`src/rtl/fifo_pkt_sender.sv`:
```
// fifo_pkt_sender
//   Read-side companion to the router input FIFO. Pops 8-bit flits from one
//   FIFO and frames them onto a valid/ready link as packets:
//     byte 0 : header {dst_x[7:4], dst_y[3:0]} (passed through unmodified)
//     byte 1 : payload length N (0..255)
//     bytes 2..N+1 : payload
//
//   Link handshake: a byte is transferred on every rising edge where
//   tx_valid && tx_ready. Once tx_valid is high, tx_data/tx_sop/tx_eop stay
//   stable until that transfer; tx_valid never drops without a transfer
//   (except on reset).
//
// Ports
//   clk         in   system clock, rising edge
//   reset       in   synchronous, active-high
//   en          in   start-of-packet enable, only gates the header pop
//   fifo_out    in   FIFO head data, valid the cycle after fifo_rd
//   fifo_empty  in   FIFO empty flag
//   fifo_rd     out  FIFO pop strobe (combinational from state/en/fifo_empty)
//   tx_data     out  link data
//   tx_valid    out  link data valid
//   tx_ready    in   downstream accept
//   tx_sop      out  tx_data is the header byte
//   tx_eop      out  tx_data is the last byte of the packet
//   busy        out  high from the header pop until the eop handshake
//   pkt_count   out  packets completed on the link, wraps 0xFFFF -> 0
module fifo_pkt_sender #(
  parameter int DATA_W = 8
) (
  input  logic              clk,
  input  logic              reset,
  input  logic              en,
  input  logic [DATA_W-1:0] fifo_out,
  input  logic              fifo_empty,
  output logic              fifo_rd,
  output logic [DATA_W-1:0] tx_data,
  output logic              tx_valid,
  input  logic              tx_ready,
  output logic              tx_sop,
  output logic              tx_eop,
  output logic              busy,
  output logic [15:0]       pkt_count
);

  typedef enum logic [1:0] {
    IDLE  = 2'd0,
    FETCH = 2'd1,
    SEND  = 2'd2
  } state_t;

  typedef enum logic [1:0] {
    HDR = 2'd0,
    LEN = 2'd1,
    PAY = 2'd2
  } phase_t;

  state_t            state;
  state_t            next_state;
  phase_t            phase;
  logic [DATA_W-1:0] rem;
  logic              handshake;

  assign handshake = tx_valid && tx_ready;

  // Next-state and pop strobe. A pop is only issued from IDLE, so nothing is
  // popped while a byte is held in SEND. en only matters before a header.
  always_comb begin
    next_state = state;
    fifo_rd    = 1'b0;
    case (state)
      IDLE: begin
        fifo_rd = !fifo_empty && (phase != HDR || en);
        if (fifo_rd) next_state = FETCH;
      end
      FETCH: next_state = SEND;
      SEND: begin
        if (handshake) next_state = IDLE;
      end
      default: next_state = IDLE;
    endcase
  end

  always_ff @(posedge clk) begin
    if (reset) begin
      state     <= IDLE;
      phase     <= HDR;
      rem       <= '0;
      tx_data   <= '0;
      tx_valid  <= 1'b0;
      tx_sop    <= 1'b0;
      tx_eop    <= 1'b0;
      busy      <= 1'b0;
      pkt_count <= 16'd0;
    end else begin
      state <= next_state;
      case (state)
        IDLE: begin
          // busy is visible from the FETCH cycle of the header onward.
          if (fifo_rd && phase == HDR) busy <= 1'b1;
        end
        FETCH: begin
          tx_data  <= fifo_out;
          tx_valid <= 1'b1;
          tx_sop   <= (phase == HDR);
          // A zero length byte closes the packet; otherwise the last
          // payload byte is the one seen with rem == 1.
          tx_eop   <= (phase == LEN && fifo_out == '0) ||
                      (phase == PAY && rem == DATA_W'(1));
          if (phase == LEN) rem <= fifo_out;
        end
        SEND: begin
          if (handshake) begin
            tx_valid <= 1'b0;
            tx_sop   <= 1'b0;
            tx_eop   <= 1'b0;
            if (phase == PAY) rem <= rem - DATA_W'(1);
            if (tx_eop) begin
              phase     <= HDR;
              busy      <= 1'b0;
              pkt_count <= pkt_count + 16'd1;
            end else begin
              case (phase)
                HDR:     phase <= LEN;
                LEN:     phase <= PAY;
                default: phase <= PAY;
              endcase
            end
          end
        end
        default: ;
      endcase
    end
  end

endmodule

```
`config.mk`:
```
export PLATFORM = sky130hd
export DESIGN_NAME = fifo_pkt_sender
export DESIGN_NICKNAME = d
export VERILOG_FILES = /design/src/rtl/fifo_pkt_sender.sv
export SDC_FILE = /design/constraint.sdc
export NUM_CORES = 1
export LEC_CHECK = 0
export BUFFER_PORTS_ARGS = -buffer_cell sky130_fd_sc_hd__clkbuf_2
export CORE_ASPECT_RATIO = 1.2
export CORE_UTILIZATION = 55
export CTS_CLUSTER_DIAMETER = 40
export DETAILED_ROUTE_END_ITERATION = 6
export GPL_TIMING_DRIVEN = 0
export PLACE_DENSITY = 0.84
export SLEW_MARGIN = 20
export SYNTH_ARGS = -nofsm -noshare
export SYNTH_HDL_FRONTEND = slang
export SYNTH_SLANG_ARGS = --single-unit
```
`constraint.sdc`:
```
create_clock -name clk -period 3.35 [get_ports clk]
set_input_delay 0.335 -clock clk [delete_from_list [all_inputs] [get_ports clk]]
set_output_delay 0.335 -clock clk [all_outputs]
set_load 0.02 [all_outputs]
```
==> results.md, run 1 <==
* Outcome: complete, no violations
* Cells after synthesis at 228
* Syn Nets at 244
* Die H at 66.2 um
* Hold WC Path Type: input pin to register
* Share of synthesized area occupied by flip-flops and latches at 0.424
* Core area at 0.00317 sq mm
* Via density at 5.90
* Met1 GRT Util at 0.306
* Reg2reg end: pkt_count[15]
* Cell Area, Synth at 0.00189 sq mm
* WP data arrival at 1550 ps
* Nets at 291
* Int Power at 610 uW
* Antenna cells at 0
* Crit-path max FO at 7
* Crit path kind: register to primary output
* Fmax at 531 MHz
* Remaining DRCs at 0
* GR Util met2 at 0.477
* Max clock buf depth at 2
* DR pass1 iterations at 4
* Final worst path period need at 1880 ps
* Root buffer cell: clkbuf_4
* TNS Setup at 0 ps
* Hold path endpoint: tx_data[5]
* Leakage power at 0.823 nW
* R2R depth at 5
* Worst R2R Start: state[0]
* Insertion delay to the later sink of the worst-skew pair at 360 ps
* Synth cell types at 46
* Synthesis-to-layout area growth at 16.1%
* Pin count of the biggest net entering global routing at 12
* Relative slew slack at 0.653
* Sw Ratio at 0.251
* PD cells at 372 mW/mm^2
* Total of fill cells in the finished design at 275
* # setup viols final at 0
* Comb pwr share at 0.081
* Worst slew pin tran at 520 ps
* Dpl hpwl at 3230 um
* Gr busiest metal: met2
* Sequential share of power at 0.602
* Hold_buf cts at 0
* Postcts setup bufs at 0
* CTS Sinks at 40
* Starting DRT DRC Count at 71
* Slew Viols, Final at 0
* Syn Area/Cell at 8.28 sq um
* Startpoint Class: register
* Clock Pin Slew Worst Setup and Hold Paths at 110 ps
* HP Start: fifo_out[5]
* CP Capture Type: primary output
* Initial antenna violation count at 0
* CP required at 3010 ps
* Max H-tree Level at 2
* Max-cap violations at 0
* First-pass GRT wire length at 7780 um
* RSZ-0062 raised after global routing: false
* Yosys warns at 0
* Die W at 55.5 um
* Ys flop type: dfxtp_1
* RePlAce Congestion at 0.860
* Cells on Worst Hold Path at 3
* Vias in the first global route at 1814
* IO buf count at 40
* Ys async rst share at 0
* Routed wire length at 4480 um
* GR Overflow Total at 0
* Antenna viol nets, final at 0
* Io pins at 42
* WL per Instance at 14.4 um
* CTS tree: done
* Switch Pwr at 205 uW
* Inserted Clock Buffers at 5
* Flop2flop setup slack at 1560 ps
* Via count at 1841
* Met3 GRT Util at 0.0431
* EDFF count, synth at 0
* #FFs+latches synth at 40
* Clk pwr share at 0.317
* Final worst path period share at 0.562
* Final Power at 814 uW
* Die Area at 0.00367 sq mm
* FP Rows at 22
* Clk_skew at 7.29 ps
* Hold slack at 224 ps
* Resize count post-CTS at 0
* Initial Util at 0.596
* Share of cells above drive strength 1 at 0.181
* Final Hold Fails at 0
* VDD IR-drop max at 351 uV
* Tot GR Track Use at 0.270
through the flow:
stage	setup WS (ps)	std cells	instance area [sq um]	util
after detailed placement	1580	304	2130	0.674
after CTS	1480	312	2190	0.692
after floorplan	1620	228	1890	-
after global placement	1610	304	2130	0.674
final	1470	312	2190	0.692
after global routing	1380	312	2190	0.692
placed cells by master, fill, tap and decap left out, types with 2 or more instances in the layout:
| cell | count |
|---|---|
| dfxtp_1 | 40 |
| clkbuf_2 | 40 |
| nand2_1 | 31 |
| a21oi_1 | 29 |
| nor2_1 | 16 |
| clkbuf_1 | 11 |
| o21ai_0 | 11 |
| nand3_1 | 7 |
| nand4_1 | 6 |
| a211oi_1 | 6 |
| inv_1 | 5 |
| nor3_1 | 5 |
| xor2_1 | 5 |
| clkbuf_4 | 5 |
| nor4_1 | 4 |
| or4_1 | 4 |
| or3_1 | 4 |
| o31ai_1 | 3 |
| nand2b_1 | 3 |
| and3_1 | 3 |
| xnor2_1 | 3 |
| nor3b_1 | 3 |
| ha_1 | 3 |
| and4_1 | 2 |
| nor2b_1 | 2 |
| nor4b_1 | 2 |
worst max path at each step:
stage | start | slack (ps) | endpoint | cells after the start
detailed placement | tx_ready | 1580 | pkt_count[15] | 6
finish | phase[0] | 1470 | fifo_rd | 3
floorplan | tx_valid | 1620 | pkt_count[15] | 5
global placement | tx_ready | 1610 | pkt_count[15] | 6
global route | phase[0] | 1380 | fifo_rd | 3
CTS | state[1] | 1480 | fifo_rd | 3
power groups by stage:
| stage | clock (mW) | combinational, mW | sequential, mW |
|---|---|---|---|
| 2_1_floorplan | 0 | 0.0321 | 0.507 |
| 3_3_place_gp | 0 | 0.0641 | 0.500 |
| 3_5_place_dp | 0 | 0.0657 | 0.501 |
| 4_1_cts | 0.261 | 0.0659 | 0.490 |
| 5_1_grt | 0.283 | 0.0725 | 0.491 |
| 6_report | 0.258 | 0.0661 | 0.490 |
registers in the layout, summed over array words and instances, names as in the netlist:
signal     cells
phase          2
tx_data        8
pkt_count     16
rem            8
state          2
tx_sop         1
busy           1
tx_eop         1
tx_valid       1
critical path, cell delays in order, from the launching register on:
cell and delay [ps]:
dfxtp_1 480, nor3_1 100, nor4_1 360, clkbuf_2 250
per-layer routing:
layer | share of wire | vias to the layer above
met5 | 0 | -
met4 | 0.023 | 0
met3 | 0.042 | 11
met2 | 0.50 | 46
met1 | 0.43 | 863
li1 | - | 921
layout make-up:
| class | instances | area [sq um] | share of cell area |
|---|---|---|---|
| Multi-Input combinational cell | 172 | 1020 | 0.463 |
| Sequential cell | 40 | 801 | 0.365 |
| Timing Repair Buffer | 40 | 200 | 0.0913 |
| Clock buffer | 8 | 58.8 | 0.0268 |
| Buffer | 11 | 52.6 | 0.0240 |
| Tap cell | 36 | 45.0 | 0.0205 |
| Inverter | 5 | 18.8 | 0.00856 |
cells in the mapped netlist, drive strengths merged (3+ instances only):
master  number  area [sq um]
nand3        7          35.0
inv          5          18.8
clkbuf       9          33.8
or3          4          25.0
or4          4          30.0
nand2       31           116
xnor2        3          26.3
a21oi       29           145
nor3b        3          22.5
ha           3          37.5
nor3         5          25.0
o31ai        3          22.5
and3         3          18.8
nor4         4          25.0
nand2b       3          18.8
a211oi       6          45.0
xor2         5          43.8
nand4        6          37.5
dfxtp       40           801
nor2        16          60.1
o21ai       12          60.1
cell families (layout without fill, tap and decap cells):
family	Yosys count	in the layout	share of synthesized area
simple gates	102	102	0.298
compound gates	58	58	0.178
flops	40	40	0.424
buf+inv	16	64	0.0378
xor+xnor	8	8	0.0371
fa+ha+maj	3	3	0.0199
mux	1	1	0.00530
No activity file was read; power rests on OpenSTA's default activity.
==> run 2: changes to the inputs <==
- CORE_UTILIZATION: 55 -> 53
- PLACE_DENSITY: 0.84 -> 0.81
- clock period: 3.35 -> 1.75 ns (I/O delays scaled with it)
==> run 2 against run 1 <==
Against the previous run: cell count increased by 0.96%; sequential share of layout area decreased by 0.86 points; register-to-register slack got worse by 1500 ps; highest routed layer unchanged; power increased by 110%; largest power group unchanged; critical path type is now register to register; core utilization decreased by 1.8 points; clock skew decreased by 3.2 ps; wire length decreased by 2.0%; non-clock buffer count increased by 2.
==> results.md, run 2 (synthesized netlist as in run 1, its figures left out) <==
* Outcome: complete, no violations
* Max H-tree Level at 2
* Reg2reg end: pkt_count[15]
* Switch Pwr at 410 uW
* Insertion delay to the later sink of the worst-skew pair at 290 ps
* Final worst path period need at 1670 ps
* FP Rows at 23
* Antenna cells at 0
* Via count at 1849
* Routed wire length at 4390 um
* VDD IR-drop max at 674 uV
* Max-cap violations at 0
* Relative slew slack at 0.616
* R2R depth at 5
* Starting DRT DRC Count at 79
* Die Area at 0.00381 sq mm
* IO buf count at 40
* Inserted Clock Buffers at 5
* Biggest register: pkt_count
* Hold_buf cts at 0
* Max FFs per register at 16
* Final worst path period share at 0.952
* Flop2flop setup slack at 80 ps
* Root buffer cell: clkbuf_8
* Final Hold Fails at 0
* Sequential share of power at 0.551
* Cells on Worst Hold Path at 3
* WP data arrival at 1900 ps
* WL per Instance at 13.9 um
* Startpoint Class: register
* Comb pwr share at 0.075
* Via density at 5.87
* Initial antenna violation count at 0
* PD cells at 749 mW/mm^2
* Crit-path max FO at 9
* Most common cell after layout, fill and taps aside: clkbuf_2
* Nets at 293
* Die H at 67.4 um
* Pin count of the biggest net entering global routing at 13
* RSZ-0062 raised after global routing: false
* Worst slew pin tran at 570 ps
* # setup viols final at 0
* CP required at 1980 ps
* Antenna viol nets, final at 0
* Sw Ratio at 0.241
* Dpl cell area at 0.00213 sq mm
* DR pass1 iterations at 4
* Leakage power at 0.852 nW
* Io pins at 42
* Inst Count DP at 305
* Clock Pin Slew Worst Setup and Hold Paths at 80 ps
* Die W at 56.5 um
* Max clock buf depth at 2
* CTS tree: done
* Remaining DRCs at 0
* Int Power at 1.29 mW
* Fmax at 600 MHz
* Worst R2R Start: tx_valid
* Core area at 0.00337 sq mm
* Critical path endpoint: pkt_count[15]
* First-pass GRT wire length at 7040 um
* Tot GR Track Use at 0.241
* HP Start: fifo_out[7]
* Commonest non-fill, non-tap cells in the layout: 40 x clkbuf_2, 33 x dfxtp_1, 31 x nand2_1
* Vias in the first global route at 1654
* Share of cells above drive strength 1 at 0.227
* Clk pwr share at 0.374
* Crit path kind: register to register
* Beginning of the critical path: tx_valid
* Slew Viols, Final at 0
* CTS Sinks at 40
* Initial Util at 0.561
* GR Overflow Total at 0
* Largest regs: pkt_count (16), rem (8), tx_data (8)
* Final cell count without fillers at 315
* Clk_skew at 4.11 ps
* Final instance area at 0.00227 sq mm
* Hold WC Path Type: input pin to register
* CP Capture Type: register
* Synthesis-to-layout area growth at 20.2%
* Dpl hpwl at 3180 um
* RePlAce Congestion at 0.890
-- run 2: per-layer routing --
metal / track usage / vias up / part of all wire
met5: 0 / - / 0
met4: 0.122 / 0 / 0.019
met3: 0.0498 / 8 / 0.048
met2: 0.449 / 60 / 0.52
met1: 0.258 / 855 / 0.41
li1: - / 926 / -
-- run 2: power by group through the flow --
stage	combinational (mW)	sequential [mW]	clock, mW
finish	0.128	0.937	0.635
global placement	0.125	0.957	0
CTS	0.126	0.936	0.648
global route	0.142	0.939	0.676
detailed placement	0.126	0.957	0
floorplan	0.0614	0.970	0
-- run 2: how the worst min path moves through the flow --
stage                             to
final                     tx_data[7]
after floorplan             tx_valid
after global placement    tx_data[7]
after CTS                 tx_data[7]
after global routing      tx_data[2]
after detailed placement  tx_data[7]
-- run 2: critical path, cell delays in order, from the launching register on --
cell      delay (ps)
dfxtp_1          440
nand4b_4         160
or2_1            260
buf_6            140
or4_1            460
a21oi_1          140
-- run 2: cell type report --
type	instances	area (sq um)
clock inverters	1	7.51
fillers	315	1100
inverters	5	18.8
clock buffers	7	86.3
repair buffers	42	215
multi-input cells	172	1030
flip-flops and latches	40	810
well taps	37	46.3
plain buffers	11	56.3
-- run 2: per-stage QoR --
step / utilization / power (mW) / setup slack, ps / hold WS [ps] / TNS, ps
2_1_floorplan: - / 1.03 / 19.0 / 271 / 0
3_3_place_gp: 0.634 / 1.08 / 43.0 / 426 / 0
6_report: 0.674 / 1.70 / 84.1 / 122 / 0
4_1_cts: 0.663 / 1.71 / 2.69 / 113 / 0
3_5_place_dp: 0.634 / 1.08 / -2.29 / 428 / -2.29
5_1_grt: 0.674 / 1.76 / 5.85 / 138 / 0
-- run 2: repair_timing --
action                     in CTS  in global routing
setup buffers                   0                  2
pin swaps                       0                  1
resized for setup               3                  9
setup endpoints to repair       1                  4
==> run 3: changes to the inputs <==
- CAP_MARGIN: unset -> 20
- CELL_PAD_IN_SITES_DETAIL_PLACEMENT: unset -> 0
- CELL_PAD_IN_SITES_GLOBAL_PLACEMENT: unset -> 2
- CORE_UTILIZATION: 53 -> 31
- PLACE_DENSITY: 0.81 -> 0.82
==> run 3 against run 2 <==
Against the previous run: via count decreased by 1.9%; count of clock-buffer cells in the layout unchanged; global-route usage decreased by 7.1 points; power increased by 13%; largest cell class unchanged.
==> results.md, run 3 (synthesized netlist as in run 1, its figures left out) <==
* Clock Pin Slew Worst Setup and Hold Paths at 80 ps
* Routed wire length at 4960 um
* Final Hold Fails at 0
* Outcome: complete, no violations
* Core area at 0.00578 sq mm
* Pin count of the biggest net entering global routing at 13
* Antenna viol nets, final at 0
* Final worst path period share at 0.949
* Worst slew pin tran at 584 ps
* Largest regs: pkt_count (16), rem (8), tx_data (8)
* # setup viols final at 0
* R2R depth at 6
* Relative slew slack at 0.608
* Tot GR Track Use at 0.170
* Inst Count DP at 348
* Starting DRT DRC Count at 62
* GR Overflow Total at 0
* Die W at 73.2 um
* First-pass GRT wire length at 8270 um
* CP required at 1990 ps
* Nets at 294
* IO buf count at 40
* Startpoint Class: register
* Initial antenna violation count at 0
* RePlAce Congestion at 0.806
* Leakage power at 0.877 nW
* Commonest non-fill, non-tap cells in the layout: 41 x clkbuf_2, 34 x dfxtp_1, 31 x nand2_1
* Max-cap violations at 0
* Root buffer cell: clkbuf_8
* Vias in the first global route at 1700
* Remaining DRCs at 0
* Slew Viols, Final at 0
* Via density at 5.05
* Final cell count without fillers at 359
* Cells on Worst Hold Path at 3
* Max H-tree Level at 2
* Crit-path max FO at 10
* Most common cell after layout, fill and taps aside: clkbuf_2
* Synthesis-to-layout area growth at 25.0%
* Die Area at 0.00641 sq mm
* Total of fill cells in the finished design at 638
* VDD IR-drop max at 347 uV
* Max FFs per register at 16
* CTS Sinks at 40
* WL per Instance at 13.8 um
* Dpl hpwl at 3670 um
* Io pins at 42
* Inserted Clock Buffers at 5
* Crit path kind: register to register
* Initial Util at 0.327
* Share of cells above drive strength 1 at 0.233
* CTS tree: done
* Hold WC Path Type: input pin to register
* Fmax at 602 MHz
* Clk_skew at 7.13 ps
* CP Capture Type: register
* Hold slack at 116 ps
* Final worst path period need at 1660 ps
* Via count at 1814
* RSZ-0062 raised after global routing: true
* Biggest register: pkt_count
* DR pass1 iterations at 4
* PD cells at 813 mW/mm^2
* Insertion delay to the later sink of the worst-skew pair at 300 ps
* WP data arrival at 1900 ps
* Antenna cells at 0
* Max clock buf depth at 2
* Die H at 87.5 um
* FP Rows at 30
run 3: metrics by stage:
stage	total power [mW]	util	instance area, sq um	TNS (ps)	worst slack [ps]
2_1_floorplan	1.03	-	1890	0	19.0
3_3_place_gp	1.09	0.379	2190	-26.4	-26.4
3_5_place_dp	1.09	0.379	2190	-30.6	-30.6
4_1_cts	1.94	0.403	2330	0	1.59
5_1_grt	1.99	0.408	2360	-8.68	-8.68
6_report	1.92	0.408	2360	0	88.7
run 3: area by class of cell:
type,instances,area (sq um),share of cell area
sequential,40,808,0.343
inverter,5,18.8,0.00795
multi-input combinational,172,1030,0.435
clock inverter,1,30.0,0.0127
clock buffer,7,96.3,0.0408
tap,80,100,0.0424
buffer,11,57.6,0.0244
timing repair buffer,43,223,0.0944
run 3: final timing paths:
path                     from             to  slack, ps
setup reg to reg     state[1]  pkt_count[15]         90
hold reg to reg    tx_data[0]     tx_data[0]        460
hold / removal    fifo_out[3]     tx_data[3]        120
setup / recovery     state[1]  pkt_count[15]         90
run 3: what timing repair did:
item / CTS / global route
setup buffers: 2 / 1
pin swaps: 0 / 3
hold buffers: 0 / 0
endpoints found under the setup margin: 2 / 7
cloned: 0 / 0
resized for setup: 2 / 10
run 3: per-layer routing:
metal / part of all wire / up-vias / GRT usage
li1: - / 925 / -
met3: 0.034 / 7 / 0.0405
met5: 0 / - / 0
met2: 0.49 / 34 / 0.287
met1: 0.47 / 848 / 0.210
met4: 0.014 / 0 / 0.0588
run 3: power by group:
group	switching, mW	total, mW	internal (mW)
sequential	0.0136	0.938	0.924
clock	0.346	0.850	0.504
combinational	0.0847	0.130	0.0457
run 3: critical path: stages, from the launching register on:
cell	delay, ps
dfxtp_1	330
buf_6	140
nand4b_4	140
or2_1	240
buf_6	140
or4_1	490
a21oi_2	120
